## config.mk

```make
export PLATFORM = sky130hd
export DESIGN_NAME = fc_output_collector
export DESIGN_NICKNAME = d
export VERILOG_FILES = /design/src/rtl/fc_pkg.sv /design/src/rtl/fc_requant_sat.sv /design/src/rtl/fc_output_collector.sv
export SDC_FILE = /design/constraint.sdc
export NUM_CORES = 1
export LEC_CHECK = 0
export ABC_AREA = 1
export CAP_MARGIN = 30
export CORE_MARGIN = 4
export CORE_UTILIZATION = 60
export CTS_CLUSTER_DIAMETER = 60
export DETAILED_ROUTE_END_ITERATION = 12
export GPL_TIMING_DRIVEN = 0
export PLACE_DENSITY_LB_ADDON = 0.05
export SETUP_SLACK_MARGIN = 0.15
export SLEW_MARGIN = 20
export SYNTH_ARGS = -nofsm -noshare
export SYNTH_HDL_FRONTEND = slang
export SYNTH_SLANG_ARGS = --single-unit
```

## constraint.sdc

```tcl
create_clock -name clk -period 3.3 [get_ports clk]
set_input_delay 0.99 -clock clk [delete_from_list [all_inputs] [get_ports clk]]
set_output_delay 0.99 -clock clk [all_outputs]
set_load 0.01 [all_outputs]
```

## src/rtl/fc_pkg.sv

```systemverilog
// fc_pkg: shared types and requantization helper for the fully-connected layer datapath
package fc_pkg;
  typedef enum logic {COLLECT, DRAIN} collector_state_t;
  function automatic logic signed [63:0] sat_shift(input logic signed [63:0] value, input int shift, input int to);
    logic signed [63:0] s, hi, lo;
    s  = value >>> shift;
    hi = (64'sd1 <<< (to - 1)) - 64'sd1;
    lo = -(64'sd1 <<< (to - 1));
    return s > hi ? hi : s < lo ? lo : s;
  endfunction
endpackage

```

## src/rtl/fc_requant_sat.sv

```systemverilog
// fc_requant_sat: combinational arithmetic right shift followed by signed saturation to TO bits
module fc_requant_sat
  import fc_pkg::*;
#(
  parameter int T     = 16,
  parameter int TO    = 8,
  parameter int SHIFT = 4
) (
  input  logic [T-1:0]  value,
  output logic [TO-1:0] q
);
  assign q = TO'(sat_shift(64'($signed(value)), SHIFT, TO));
endmodule

```

## src/rtl/fc_output_collector.sv

```systemverilog
// fc_output_collector: buffers a requantized M-word layer result, tracks its argmax,
// then replays it downstream with a last flag and the winning class index.
module fc_output_collector
  import fc_pkg::*;
#(
  parameter int M     = 4,
  parameter int T     = 16,
  parameter int TO    = 8,
  parameter int SHIFT = 4,
  localparam int IW   = $clog2(M)
) (
  input  logic          clk,
  input  logic          reset,
  input  logic          input_valid,
  output logic          input_ready,
  input  logic [T-1:0]  input_data,
  output logic          output_valid,
  input  logic          output_ready,
  output logic [TO-1:0] output_data,
  output logic          output_last,
  output logic [IW-1:0] output_idx
);
  collector_state_t state, state_nx;
  logic [IW-1:0] wcnt, rcnt, idx_v, idx_nx, out_idx_q;
  logic [T-1:0]  max_v;
  logic [TO-1:0] vec_q [M];
  logic [TO-1:0] q, data_q;
  logic          acc, xfer, w_last, r_last, take;
  fc_requant_sat #(.T(T), .TO(TO), .SHIFT(SHIFT)) u_rq (.value(input_data), .q(q));
  always_comb begin
    acc      = input_valid && state == COLLECT;
    xfer     = output_ready && state == DRAIN;
    w_last   = wcnt == IW'(M - 1);
    r_last   = rcnt == IW'(M - 1);
    take     = wcnt == '0 || $signed(input_data) > $signed(max_v);
    idx_nx   = take ? wcnt : idx_v;
    state_nx = acc && w_last ? DRAIN : xfer && r_last ? COLLECT : state;
  end
  always_ff @(posedge clk or negedge reset) begin
    if (!reset) begin
      state     <= COLLECT;
      wcnt      <= '0;
      rcnt      <= '0;
      max_v     <= '0;
      idx_v     <= '0;
      data_q    <= '0;
      out_idx_q <= '0;
      for (int i = 0; i < M; i++) vec_q[i] <= '0;
    end else begin
      state <= state_nx;
      if (acc) begin
        vec_q[wcnt] <= q;
        wcnt        <= w_last ? '0 : wcnt + IW'(1);
        if (take) begin
          max_v <= input_data;
          idx_v <= wcnt;
        end
        // element 0 was written earlier (M >= 2), so it can be presented as DRAIN starts
        if (w_last) begin
          out_idx_q <= idx_nx;
          data_q    <= vec_q[0];
        end
      end
      if (xfer) begin
        rcnt <= r_last ? '0 : rcnt + IW'(1);
        if (!r_last) data_q <= vec_q[rcnt + IW'(1)];
      end
    end
  end
  assign input_ready  = state == COLLECT;
  assign output_valid = state == DRAIN;
  assign output_last  = state == DRAIN && r_last;
  assign output_data  = data_q;
  assign output_idx   = out_idx_q;
endmodule

```

* Word-level counts from Yosys, hierarchy flattened *
Index checks and enable logic that the tools add are counted.

cells by class
  add/sub/neg operators = 2
  order comparisons = 6
  eq/ne operators = 2
  mux-type cells = 17
  bitwise gates (word level) = 3
  reduce and logical (&&, ||, !) cells = 11

operators with widths
  cell                 count
  $mux 8               9
  $bwmux 32            1
  $bmux 8 s2           1
  $demux 8 s2          1
  $gt 16x16->1         1
  $gt 12x8->1 const B  1
  $lt 12x8->1 const B  1
  $ge 3x3->1 const B   2
  $logic_and 1x1->1    6
  $mux 2               3
  $not 2->3            2
  $add 2x1->2 const B  2
  $eq 2x2->1 const B   2
  $reduce_and 2->1     2
  $lt 3x1->1 const B   1
  $logic_not 2->1      1
  $mux 1               2
  $reduce_bool 2->1    1
  $logic_or 1x1->1     1
  $not 1->1            1

word-level totals
  flip-flop bits (word level) = 65
  output and inout port bits = 13

* Logic depth before layout (Yosys ltp) *
  depth in word-level cells = 7
  gate-level depth with buffers = 17
  mapped depth without buffers = 16

* Hierarchy *
From an unflattened synthesis, not the netlist that was laid out.

second synthesis, totals
  cells, all modules = 417
  area total of the unflattened synthesis = 3,440.8 µm²

modules (own cells, without submodules)
  module               times used  cells each  area an instance (µm²)
  fc_output_collector  1           396         3,343.2
  fc_requant_sat       1           21          97.6

* Least setup slack after synthesis *
No wires, ideal clock.

  path type = input port to flip-flop
  from = input input_data[7]
  to = register idx_v[0]
  library setup time = 0.122 ns
  arrival = 2.273 ns
  required time = 3.178 ns
  setup slack = 0.905 ns
  stages = 13
  path through = ha_1 nand2_2 nor2_4 nand3_1 nand3_1 nand2_1 a21oi_2 nand2_2 nand2_4 nand2_4 buf_6 nand2_2 o21ai_2

between the ends
  cells in the longest elaborated chain, start to end = 3

RTL lines
  item                  line                       text
  from (decl)           fc_output_collector.sv:16  input logic [T-1:0] input_data,
  $gt 16x16->1          fc_output_collector.sv:35  take = wcnt == '0 || $signed(input_data) > $signed(max_v);
  $logic_or 1x1->1      fc_output_collector.sv:35
  $mux 2                -
  to (signal assigned)  fc_output_collector.sv:56  idx_v <= wcnt;
  to (decl)             fc_output_collector.sv:24  logic [IW-1:0] wcnt, rcnt, idx_v, idx_nx, out_idx_q;

Every way passes these cells.
A chain may end at the register's enable or synchronous reset.

* Worst setup path after layout *
  from = input input_data[15]
  to = register idx_v[0]

Same word-level chain as after synthesis.

==> impl_metrics.toml <==
[layout]
final_core_utilization_pct = 73.12
area.sequential_sq_um = 1627
finalNetCount = 481
final_layout_size_suffix_gt1_share_pct = 12.81
final_cell_area_sq_um = 4026
diodes = 0
fillers = 420
synthToLayoutAreaGrowth_pct = 17.88
multiInputGateArea_sq_um = 1541

[logic_synthesis]
postSynthRegisterBits = 65
synthDominantCellAreaShare_pct = 47.62
yosys.cell_count.top_type = "sky130_fd_sc_hd__nand2_1"
syn_inst = 396
synth.avg_cell_area_sq_um = 8.626
most_common_library_cells_after_synthesis = "sky130_fd_sc_hd__nand2_1 (99), sky130_fd_sc_hd__dfrtp_1 (65), sky130_fd_sc_hd__o21ai_1 (48)"
yosys_warnings = 0
synth_enable_flop_cells = 0
synth_area_sq_um = 3416
yosysUniqueCellTypes = 29
part_of_the_yosys_area_used_for_sequential_elements_pct = 47.62
synth_ff_type = "sky130_fd_sc_hd__dfrtp_1"
synth_top_cells_by_area = "sky130_fd_sc_hd__dfrtp_1 (48%), sky130_fd_sc_hd__nand2_1 (11%), sky130_fd_sc_hd__ha_1 (7.7%)"
synthesis.nets = 437
yosys_top_cell_by_area = "sky130_fd_sc_hd__dfrtp_1"
synth-async-reset-ratio_pct = 100.0

[worst_setup_path]
critical_path.reg2reg.startpoint = "max_v[7]$_DFFE_PN0P_"
critPathRequiredTime_ps = 3570
critPathTopFamily = "simple AND/OR/NAND/NOR gates"
critPathMaxStageDelay_ps = 520
reg2reg_depth = 14
critical_path.max_fanout = 10
critical_path_cell_count = 13
cp.arrival_ps = 3050
reg2reg_slack_ps = 1340
setup.worst_path.end_class = "flop"
cp-endpoint = "idx_v[0]$_DFFE_PN0P_"
setup.worst_path.start = "input_data[15]"
timing.rr.end = "max_v[3]$_DFFE_PN0P_"
cp.buffers_inverters = 2
worst-setup-path-type = "input port to flop"
slowest_stage = "sky130_fd_sc_hd__clkdlybuf4s50_1"
critical_path.cell_chain = "clkdlybuf4s50_1 -> ha_1 -> nand4_1 -> nor2_1 -> nand3_1 -> nor2_1 -> a21oi_2 -> nand2_2 -> nand2_4 -> nand2_4 -> buf_6 -> nand2_2 -> o21ai_2"
startpoint_type = "input port"

[grt]
grt_pass1_vias = 2755
globalRouteOverflowTotal = 0
global_route_wire_length_before_repair_microns = 12860
initial_antenna_violation_count = 0
grt_util_all_layers_pct = 22.89
grt_start_max_net_pins = 47

[timing]
setup_viol = 0
setup_repair_after_global_routing_missed_its_margin = "false"
finalWorstPathRequiredPeriod_ps = 2776
worst_slew_pin_slew_ps = 666.2
final.period_utilization_pct = 84.11
max_freq_mhz = 360.3
finClkSkew_ps = 6.286
timing.final.max_slew_violations = 0
hold_violations = 0
maxSlewHeadroom_pct = 55.44

[hold_path]
worstHoldPathType = "flop to flop"
hold_path_depth = 2

[clock_network]
post_cts.resized_instances = 0
clockBufferDepth = 2
cts-buffers-inserted = 9
cts_tree = "built"
clock-root-buffer = "sky130_fd_sc_hd__clkbuf_8"
cts_hold_buf = 0
htreeDepth = 3
worst_skew_pair.late_latency_ps = 330
post_cts.repair.setup_buffers = 0
clkSlewWorstSetupHoldPaths_ps = 70
tritoncts_num_sinks = 65

[place]
place_congestion = 0.8422
placedInstanceArea_sq_um = 3851
port_buffer_count = 32
final_hpwl_dp_microns = 5312

[route]
detail_route.iter0.violations = 128
wl_per_instance_microns = 14.10
post-route-drc-count = 0
drt-vias-per-instance = 5.342
vias = 2762
finalWirelength_microns = 7289
drt.antenna.violating_nets = 0
drt_pass1_iterations = 4

[floorplanning]
floorplan.core_area_sq_um = 5507
io-pin-count = 33
chipWidth_microns = 83.45
fp.dieH_microns = 83.45
start_util_pct = 62.03
fp-row-count = 27
total_die_area_sq_um = 6964

[power]
netSwitchingPower_mw = 1.502
comb_power_share_pct = 45.7
cell_internal_pwr_mw = 2.177
seqPwrFrac_pct = 37.7
cellPowerDensity_nw_per_um2 = 913.7
power_frac_clock_pct = 16.6
total_leakage_power_nw = 1.949
p_sw_share_pct = 40.83
max-vdd-ir-drop_v = 0.0004371

[job]
drv_cap = 0

[outcome]
run_status = "finished clean"
cells by family (layout without fill, tap and decap cells):
logic type,Yosys count,after routing,synth area share [%]
AND/OR/NAND/NOR,149,149,18.32
AO/OA/AOI/OAI,94,94,17.07
flip-flops,65,65,47.62
buffers and inverters,60,109,7.253
adder cells (fa/ha/maj),21,21,7.692
multiplexers,7,7,2.051
per-layer routing:
layer / up-vias / track usage (%) / wire length (microns) / share of wire, %
li1: 1391 / - / - / -
met2: 75 / 39.36 / 3531 / 48
met3: 11 / 3.258 / 330 / 4.5
met1: 1285 / 29.46 / 3322 / 46
met4: 0 / 8.480 / 105 / 1.4
met5: - / 0 / 0 / 0
worst min-delay path, cell delays in order (launching register included):
cell	delay [ps]
sky130_fd_sc_hd__dfrtp_1	340
sky130_fd_sc_hd__nand2_1	50
sky130_fd_sc_hd__nand2_1	50
cell usage in the layout, fill, tap and decap left out, types with 2 or more instances in the layout:
master                            Yosys  final
sky130_fd_sc_hd__a21oi_1              3      3
sky130_fd_sc_hd__buf_2                3      3
sky130_fd_sc_hd__buf_4                1      2
sky130_fd_sc_hd__buf_6                2      2
sky130_fd_sc_hd__clkbuf_1             7     10
sky130_fd_sc_hd__clkbuf_8             0     11
sky130_fd_sc_hd__clkdlybuf4s50_1      0     31
sky130_fd_sc_hd__dfrtp_1             65     65
sky130_fd_sc_hd__ha_1                21     21
sky130_fd_sc_hd__inv_1               36     36
sky130_fd_sc_hd__inv_2               10     10
sky130_fd_sc_hd__mux2i_1              7      7
sky130_fd_sc_hd__nand2_1             99     99
sky130_fd_sc_hd__nand2_2              4      4
sky130_fd_sc_hd__nand2_4              2      2
sky130_fd_sc_hd__nand3_1             19     19
sky130_fd_sc_hd__nor2_1              22     22
sky130_fd_sc_hd__nor2_4               2      2
sky130_fd_sc_hd__o21ai_0             14     14
sky130_fd_sc_hd__o21ai_1             48     48
sky130_fd_sc_hd__o21ai_2             15     15
sky130_fd_sc_hd__o22ai_1              7      7
power by group through the flow:
stage / combinational, mW / clock, mW / sequential (mW)
2_1_floorplan: 1.19 / 0 / 1.37
3_3_place_gp: 1.64 / 0 / 1.37
3_5_place_dp: 1.69 / 0 / 1.39
4_1_cts: 1.70 / 0.614 / 1.38
5_1_grt: 1.93 / 0.662 / 1.43
6_report: 1.68 / 0.611 / 1.39
flip-flops by register name, summed over array words and instances (netlist names):
signal and flops:
vec_q 32, max_v 16, output_data 8, idx_v 2, output_idx 2, rcnt 2
wcnt 2, output_valid 1
worst min-delay path by stage:
stage | slack [ps] | startpoint | end
2_1_floorplan | 440 | max_v[10]$_DFFE_PN0P_ | max_v[10]$_DFFE_PN0P_
4_1_cts | 470 | max_v[9]$_DFFE_PN0P_ | max_v[9]$_DFFE_PN0P_
3_5_place_dp | 460 | max_v[1]$_DFFE_PN0P_ | max_v[1]$_DFFE_PN0P_
5_1_grt | 500 | max_v[13]$_DFFE_PN0P_ | max_v[13]$_DFFE_PN0P_
6_report | 470 | max_v[9]$_DFFE_PN0P_ | max_v[9]$_DFFE_PN0P_
3_3_place_gp | 450 | max_v[3]$_DFFE_PN0P_ | max_v[3]$_DFFE_PN0P_
through the flow:
stage	setup WS, ps	TNS [ps]	hold WS, ps	power (mW)	std cells
final	524.3	0	471.8	3.679	517
after global routing	299.7	0	500.8	4.020	517
after CTS	519.6	0	474.9	3.696	517
after detailed placement	175.6	0	458.2	3.079	501
after global placement	-949.0	-61530	453.5	3.015	500
after floorplan	905.4	0	441.9	2.557	396
cell type report:
class / count / area share [%]
flip-flops and latches: 65 / 40.40
multi-input cells: 271 / 38.28
repair buffers: 33 / 8.577
inverters: 46 / 4.288
clock buffers: 14 / 4.040
well taps: 72 / 2.237
plain buffers: 14 / 1.865
clock inverters: 2 / 0.3108
Note: power is estimated with default switching activity, not from simulation.
